## src/rtl/store_buffer.sv

```systemverilog
// ----------------------------------------------------------------------------
// store_buffer
//
// Posted-write buffer between a single-cycle core's data-memory port and a
// slower backing data memory. Stores are queued in a small circular FIFO and
// drained in program order over a req/ack handshake. Loads get a zero-wait
// result: the youngest pending store to the same word wins, otherwise the
// backing memory's combinational read data is passed through.
//
// Ports
//   clk        system clock, rising edge
//   reset      asynchronous reset, active-low
//   mem_write  core store strobe
//   addr       core byte address (word-aligned, addr[1:0] ignored)
//   wdata      core store data
//   rdata      read data to core (combinational, with store forwarding)
//   stall      store not accepted this cycle (mem_write while full)
//   bus_req    backing write request
//   bus_addr   backing write address (head entry, zero when idle)
//   bus_wdata  backing write data (head entry, zero when idle)
//   bus_ack    backing write complete, only meaningful while bus_req=1
//   mem_raddr  backing read address, always equal to addr
//   mem_rdata  backing read data
//   empty      no buffered entries and no write outstanding
// ----------------------------------------------------------------------------
module store_buffer #(
    parameter int DEPTH = 4,   // power of two, >= 2
    parameter int AW    = 32,
    parameter int DW    = 32
) (
    input  logic          clk,
    input  logic          reset,
    input  logic          mem_write,
    input  logic [AW-1:0] addr,
    input  logic [DW-1:0] wdata,
    output logic [DW-1:0] rdata,
    output logic          stall,
    output logic          bus_req,
    output logic [AW-1:0] bus_addr,
    output logic [DW-1:0] bus_wdata,
    input  logic          bus_ack,
    output logic [AW-1:0] mem_raddr,
    input  logic [DW-1:0] mem_rdata,
    output logic          empty
);

    localparam int PW = $clog2(DEPTH);
    localparam int CW = PW + 1;

    typedef enum logic {
        S_IDLE = 1'b0,
        S_REQ  = 1'b1
    } state_e;

    // Entry storage: word address and data per slot
    logic [AW-3:0]    addr_q [DEPTH];
    logic [DW-1:0]    data_q [DEPTH];
    logic [DEPTH-1:0] valid_q, valid_d;

    logic [PW-1:0]    head_q, head_d;
    logic [PW-1:0]    tail_q, tail_d;
    logic [CW-1:0]    count_q, count_d;
    state_e           state_q, state_d;

    logic             full;
    logic             push;
    logic             pop;

    assign full  = (count_q == CW'(DEPTH));
    // A pop in the same cycle does not free the slot early: full is based on
    // the registered count, so stall holds for that cycle.
    assign stall = mem_write & full;
    assign push  = mem_write & ~full;
    assign pop   = (state_q == S_REQ) & bus_ack;

    assign bus_req   = (state_q == S_REQ);
    assign bus_addr  = bus_req ? {addr_q[head_q], 2'b00} : '0;
    assign bus_wdata = bus_req ? data_q[head_q] : '0;
    assign mem_raddr = addr;
    assign empty     = (count_q == '0) & ~bus_req;

    // ------------------------------------------------------------------
    // Next-state: pointers, occupancy, valid bits and drain FSM
    // ------------------------------------------------------------------
    always_comb begin
        // NOTE: every output of this block gets a default first so that no
        // path leaves a variable unassigned, which would infer a latch.
        head_d  = head_q;
        tail_d  = tail_q;
        valid_d = valid_q;
        state_d = state_q;
        count_d = count_q + CW'(push) - CW'(pop);

        if (pop) begin
            valid_d[head_q] = 1'b0;
            head_d          = head_q + PW'(1);
        end
        // Push and pop never target the same slot: push needs count<DEPTH
        // and pop needs count>0, so tail differs from head whenever both fire.
        if (push) begin
            valid_d[tail_q] = 1'b1;
            tail_d          = tail_q + PW'(1);
        end

        unique case (state_q)
            S_IDLE: begin
                // Registered count: bus_req rises one cycle after the first
                // entry lands. bus_ack is ignored here since pop needs S_REQ.
                if (count_q != '0) state_d = S_REQ;
            end
            S_REQ: begin
                // Stay in REQ for back-to-back drain if anything remains
                // after the pop, including an entry pushed this same cycle.
                if (pop && count_d == '0) state_d = S_IDLE;
            end
            default: state_d = S_IDLE;
        endcase
    end

    // ------------------------------------------------------------------
    // Control state
    // ------------------------------------------------------------------
    // NOTE: sequential state uses non-blocking assignments so every register
    // samples its next value from the same pre-edge snapshot.
    always_ff @(posedge clk or negedge reset) begin
        if (!reset) begin
            head_q  <= '0;
            tail_q  <= '0;
            count_q <= '0;
            valid_q <= '0;
            state_q <= S_IDLE;
        end else begin
            head_q  <= head_d;
            tail_q  <= tail_d;
            count_q <= count_d;
            valid_q <= valid_d;
            state_q <= state_d;
        end
    end

    // NOTE: the entry payload is deliberately not reset; valid_q and the
    // FSM gate every use of it, so clearing the array would only cost area.
    always_ff @(posedge clk) begin
        if (push) begin
            addr_q[tail_q] <= addr[AW-1:2];
            data_q[tail_q] <= wdata;
        end
    end

    // ------------------------------------------------------------------
    // Read forwarding: walk oldest to youngest so the youngest match wins.
    // The head entry on the bus stays a candidate until it is popped.
    // ------------------------------------------------------------------
    always_comb begin
        logic [PW-1:0] idx;
        idx   = '0;
        rdata = mem_rdata;
        for (int i = 0; i < DEPTH; i++) begin
            idx = head_q + PW'(i);
            if (valid_q[idx] && (addr_q[idx] == addr[AW-1:2])) begin
                rdata = data_q[idx];
            end
        end
    end

endmodule

```

## config.mk

```make
export PLATFORM = sky130hd
export DESIGN_NAME = store_buffer
export DESIGN_NICKNAME = d
export VERILOG_FILES = /design/src/rtl/store_buffer.sv
export SDC_FILE = /design/constraint.sdc
export NUM_CORES = 1
export LEC_CHECK = 0
export CAP_MARGIN = 20
export CORE_UTILIZATION = 35
export CTS_CLUSTER_SIZE = 28
export DETAILED_ROUTE_END_ITERATION = 12
export PLACE_DENSITY = 0.64
export SYNTH_ARGS = -nofsm -noshare
export SYNTH_HDL_FRONTEND = slang
export SYNTH_SLANG_ARGS = --single-unit
```

## constraint.sdc

```tcl
create_clock -name clk -period 5.6 [get_ports clk]
set_input_delay 0.84 -clock clk [delete_from_list [all_inputs] [get_ports clk]]
set_output_delay 0.84 -clock clk [all_outputs]
set_load 0.1 [all_outputs]
```

==> Implementation_results.wiki <==
{| class="wikitable"
! Metric !! Value
|-
| Status || complete, no violations
|-
| Number of antenna violations at the first check in global routing || 5
|-
| Average footprint of a synthesized cell || 13.3 um2
|-
| First-pass GRT wire length || 90,900 um
|-
| Number of nets with antenna violations after detailed routing || 0
|-
| Count of hold-fix buffers inserted at cts || 0
|-
| Startpoint of the worst register-to-register path || bus_req
|-
| Flop2flop setup slack || 2.58 ns
|-
| Post-synth EDFFs || 248
|-
| Global placer's final weighted congestion || 0.966
|-
| Post-synthesis cell type count || 69
|-
| Maximum number of pins on one net before global-route repair || 81
|-
| Flop and latch count out of synthesis || 260
|-
| Bufs on Longest Clock Path || 3
|-
| Mapped cell area || 19,200 um2
|-
| Yosys top cell area share || 38.7%
|-
| CTS sink count || 260
|-
| Top-level port count || 231
|-
| Number of global-route vias before repair || 13,900
|-
| Final Routed Wirelength || 63,000 um
|-
| Congestion Overflow GR || 0
|-
| Placed wire-length estimate after detailed placement || 41,900 um
|-
| Worst hold path depth || 1
|-
| CTS tree || built
|-
| Number of buffers added by the clock tree synthesis step || 29
|-
| Input/output buffers || 224
|-
| Arrival time of data at the critical path endpoint || 4.72 ns
|-
| Die area || 55,900 um2
|-
| Number of nets in the layout || 1,717
|-
| Largest fanout on the critical path || 7
|-
| Achievable clock frequency || 0.180 GHz
|-
| Minimum hold slack || 0.565 ns
|-
| Max_cap viols || 0
|-
| Share of layout cells above drive strength 1 || 27.6%
|-
| Cell row count || 85
|-
| Initial Util || 35.6%
|-
| Least setup slack across all paths after layout || 0.0367 ns
|-
| Hold path endpoint || count_q[2]
|-
| Seq/Total Area, Yosys || 40.3%
|-
| Horizontal die dimension || 236 um
|-
| Depth of the CTS H-tree || 1
|-
| Cell count after synthesis || 1,442
|-
| Worst hold path type || reg -> reg
|-
| Area of the placeable core || 54,000 um2
|-
| Max Clock Skew || 0.0181 ns
|-
| Setup total negative slack || 0 ns
|-
| Startpoint of the lowest-slack hold path || count_q[2]
|-
| Cell with the most instances after synthesis || sky130_fd_sc_hd__edfxtp_1
|-
| Capturing point of the worst reg2reg path || bus_req
|-
| Async set or reset register ratio after synthesis || 4.62%
|-
| Kind of capture point of the worst setup path || output pin
|-
| First DRT Iteration DRCs || 1,405
|-
| Core occupancy in the finished layout || 44.1%
|-
| Clock tree root buffer cell || sky130_fd_sc_hd__clkbuf_16
|-
| Die Ht || 236 um
|-
| Top post-synthesis cells by area || sky130_fd_sc_hd__edfxtp_1 39%, sky130_fd_sc_hd__mux4_2 23%, sky130_fd_sc_hd__mux2i_1 6.7%
|-
| Clk pin slew, worst setup/hold paths || 0.06 ns
|-
| Detailed-route wire length per cell || 27.1 um
|-
| Biggest area consumer among synthesized cells || sky130_fd_sc_hd__edfxtp_1
|-
| Slew at the pin closest to its max-slew limit || 1.04 ns
|-
| Layout overhead on the synthesized area || 23.8%
|-
| Required time reported for the critical path endpoint || 4.76 ns
|-
| Final count of negative-setup-slack endpoints || 0
|-
| Average vias per placed instance || 6.18
|-
| Clock insertion delay at the later pin of the skew report || 0.59 ns
|-
| Count of vias placed by the detailed router || 14,400
|-
| Worst-case setup slack after placement || 0.440 ns
|-
| Top cell types by occurrence after synthesis || 248 x sky130_fd_sc_hd__edfxtp_1, 199 x sky130_fd_sc_hd__mux4_2, 129 x sky130_fd_sc_hd__mux2i_1
|-
| Top FF cell, synth || sky130_fd_sc_hd__edfxtp_1
|-
| Slew margin rel. || 30.7%
|-
| Cell depth of the worst flop-to-flop path || 10
|-
| CP Launch Type || flip-flop
|-
| Number of max-slew violations in the final report || 0
|-
| Hold violation count in the final report || 0
|-
| Worst Setup Path Type || reg -> out
|-
| Total global-route track usage || 21.4%
|-
| Final period utilization || 99.3%
|-
| Total of warnings raised by yosys || 0
|-
| Number of iterations in the first detailed-routing pass || 5
|-
| Minimum clock period after layout || 5.56 ns
|-
| Drt drc || 0
|}
==> worst max-delay path: stages, from the launching register on <==
cell and delay, ns:
sky130_fd_sc_hd__dfrtp_4 0.45, sky130_fd_sc_hd__inv_2 0.06, sky130_fd_sc_hd__ha_4 0.33, sky130_fd_sc_hd__buf_12 0.14, sky130_fd_sc_hd__mux2_2 0.35, sky130_fd_sc_hd__a222oi_1 0.56, sky130_fd_sc_hd__o2111a_1 0.25, sky130_fd_sc_hd__nand4_1 0.24
sky130_fd_sc_hd__buf_12 0.23, sky130_fd_sc_hd__clkbuf_4 0.18, sky130_fd_sc_hd__or4b_2 0.67, sky130_fd_sc_hd__a311oi_1 0.22, sky130_fd_sc_hd__o31ai_1 0.12, sky130_fd_sc_hd__o21a_1 0.15, sky130_fd_sc_hd__buf_12 0.17
==> state kept, by name, indices dropped and copies added (netlist names) <==
| name | flops |
|---|---|
| bus_req | 1 |
| head_q | 2 |
| tail_q | 2 |
| count_q | 3 |
| valid_q | 4 |
| addr_q | 120 |
| data_q | 128 |
==> cells in the final DEF (no fill, tap or decap), types with 6 or more instances in the layout <==
master / instances
sky130_fd_sc_hd__edfxtp_1: 248
sky130_fd_sc_hd__mux4_2: 199
sky130_fd_sc_hd__clkdlybuf4s50_1: 173
sky130_fd_sc_hd__mux2i_1: 127
sky130_fd_sc_hd__buf_4: 86
sky130_fd_sc_hd__xnor2_1: 66
sky130_fd_sc_hd__and2_1: 63
sky130_fd_sc_hd__nand2_1: 55
sky130_fd_sc_hd__buf_12: 46
sky130_fd_sc_hd__clkbuf_16: 34
sky130_fd_sc_hd__o31ai_1: 32
sky130_fd_sc_hd__a311oi_1: 31
sky130_fd_sc_hd__nor2_1: 29
sky130_fd_sc_hd__xor2_1: 27
sky130_fd_sc_hd__or4_1: 24
sky130_fd_sc_hd__and4_1: 22
sky130_fd_sc_hd__nand3b_1: 22
sky130_fd_sc_hd__o21ai_0: 21
sky130_fd_sc_hd__nand3_1: 18
sky130_fd_sc_hd__inv_1: 17
sky130_fd_sc_hd__o22ai_1: 15
sky130_fd_sc_hd__o21ai_2: 13
sky130_fd_sc_hd__a21oi_1: 12
sky130_fd_sc_hd__mux2_2: 11
sky130_fd_sc_hd__nand4_1: 11
sky130_fd_sc_hd__o21a_1: 10
sky130_fd_sc_hd__o21ai_1: 10
sky130_fd_sc_hd__and4b_1: 10
sky130_fd_sc_hd__ha_1: 9
sky130_fd_sc_hd__dfrtp_1: 9
sky130_fd_sc_hd__mux2_1: 8
sky130_fd_sc_hd__nor4_1: 8
sky130_fd_sc_hd__or4b_2: 7
sky130_fd_sc_hd__and3_1: 7
sky130_fd_sc_hd__o211ai_1: 7
sky130_fd_sc_hd__nand2b_1: 7
sky130_fd_sc_hd__clkinv_2: 7
sky130_fd_sc_hd__nor2b_1: 6
sky130_fd_sc_hd__clkinv_1: 6
==> through the flow <==
stage / instances / instance area [um2]
floorplan: 1443 / 19300
global placement: 2253 / 22500
detailed placement: 2254 / 22500
CTS: 2310 / 23500
global route: 2326 / 23800
finish: 2326 / 23800
==> metal layers <==
metal	wire, um	vias to the layer above	track usage, %
li1	-	6178	-
met1	26400	7393	30.0
met2	29900	705	34.7
met3	4640	104	2.53
met4	1920	6	6.83
met5	39	-	0
==> timing repair <==
item	4_1_cts	5_1_grt
resized for setup	2	26
endpoints found under the setup margin	32	32
buffers inserted	3	9
gates cloned	0	5
pin swaps	1	3
==> worst max-delay path by stage <==
stage                          from        end  slack [ns]  cells after the start
after global routing      head_q[0]  rdata[12]       -0.01                     14
after floorplan           head_q[0]  rdata[10]       -0.09                     19
final                     head_q[0]  rdata[27]        0.04                     14
after CTS                 head_q[0]   rdata[5]      0.0008                     11
after global placement    head_q[1]  rdata[20]        0.49                     13
after detailed placement   addr[30]  rdata[25]        0.44                     10
==> logic make-up (layout without fill, tap and decap cells) <==
logic type | Yosys count | after routing | share of synthesized area [%]
simple gates | 310 | 310 | 9.92
xor+xnor | 98 | 98 | 4.46
compound gates | 210 | 210 | 7.96
flops | 260 | 260 | 40.3
buf+inv | 205 | 390 | 5.45
mux | 347 | 347 | 31.1
fa+ha+maj | 11 | 11 | 0.755
other cells | 1 | 4 | 0.0195
==> area by class of cell <==
type | count | area (um2)
Clock buffer | 33 | 741
Fill cell | 4838 | 30200
Inverter | 19 | 71.3
Sequential cell | 260 | 7760
Clock inverter | 20 | 158
Multi-Input combinational cell | 978 | 10700
Tap cell | 696 | 871
Timing Repair Buffer | 318 | 3550
Antenna cell | 2 | 5.00
Power is not shown: default switching activity piles up to over one toggle a cycle in this logic, so the estimate is an artifact.
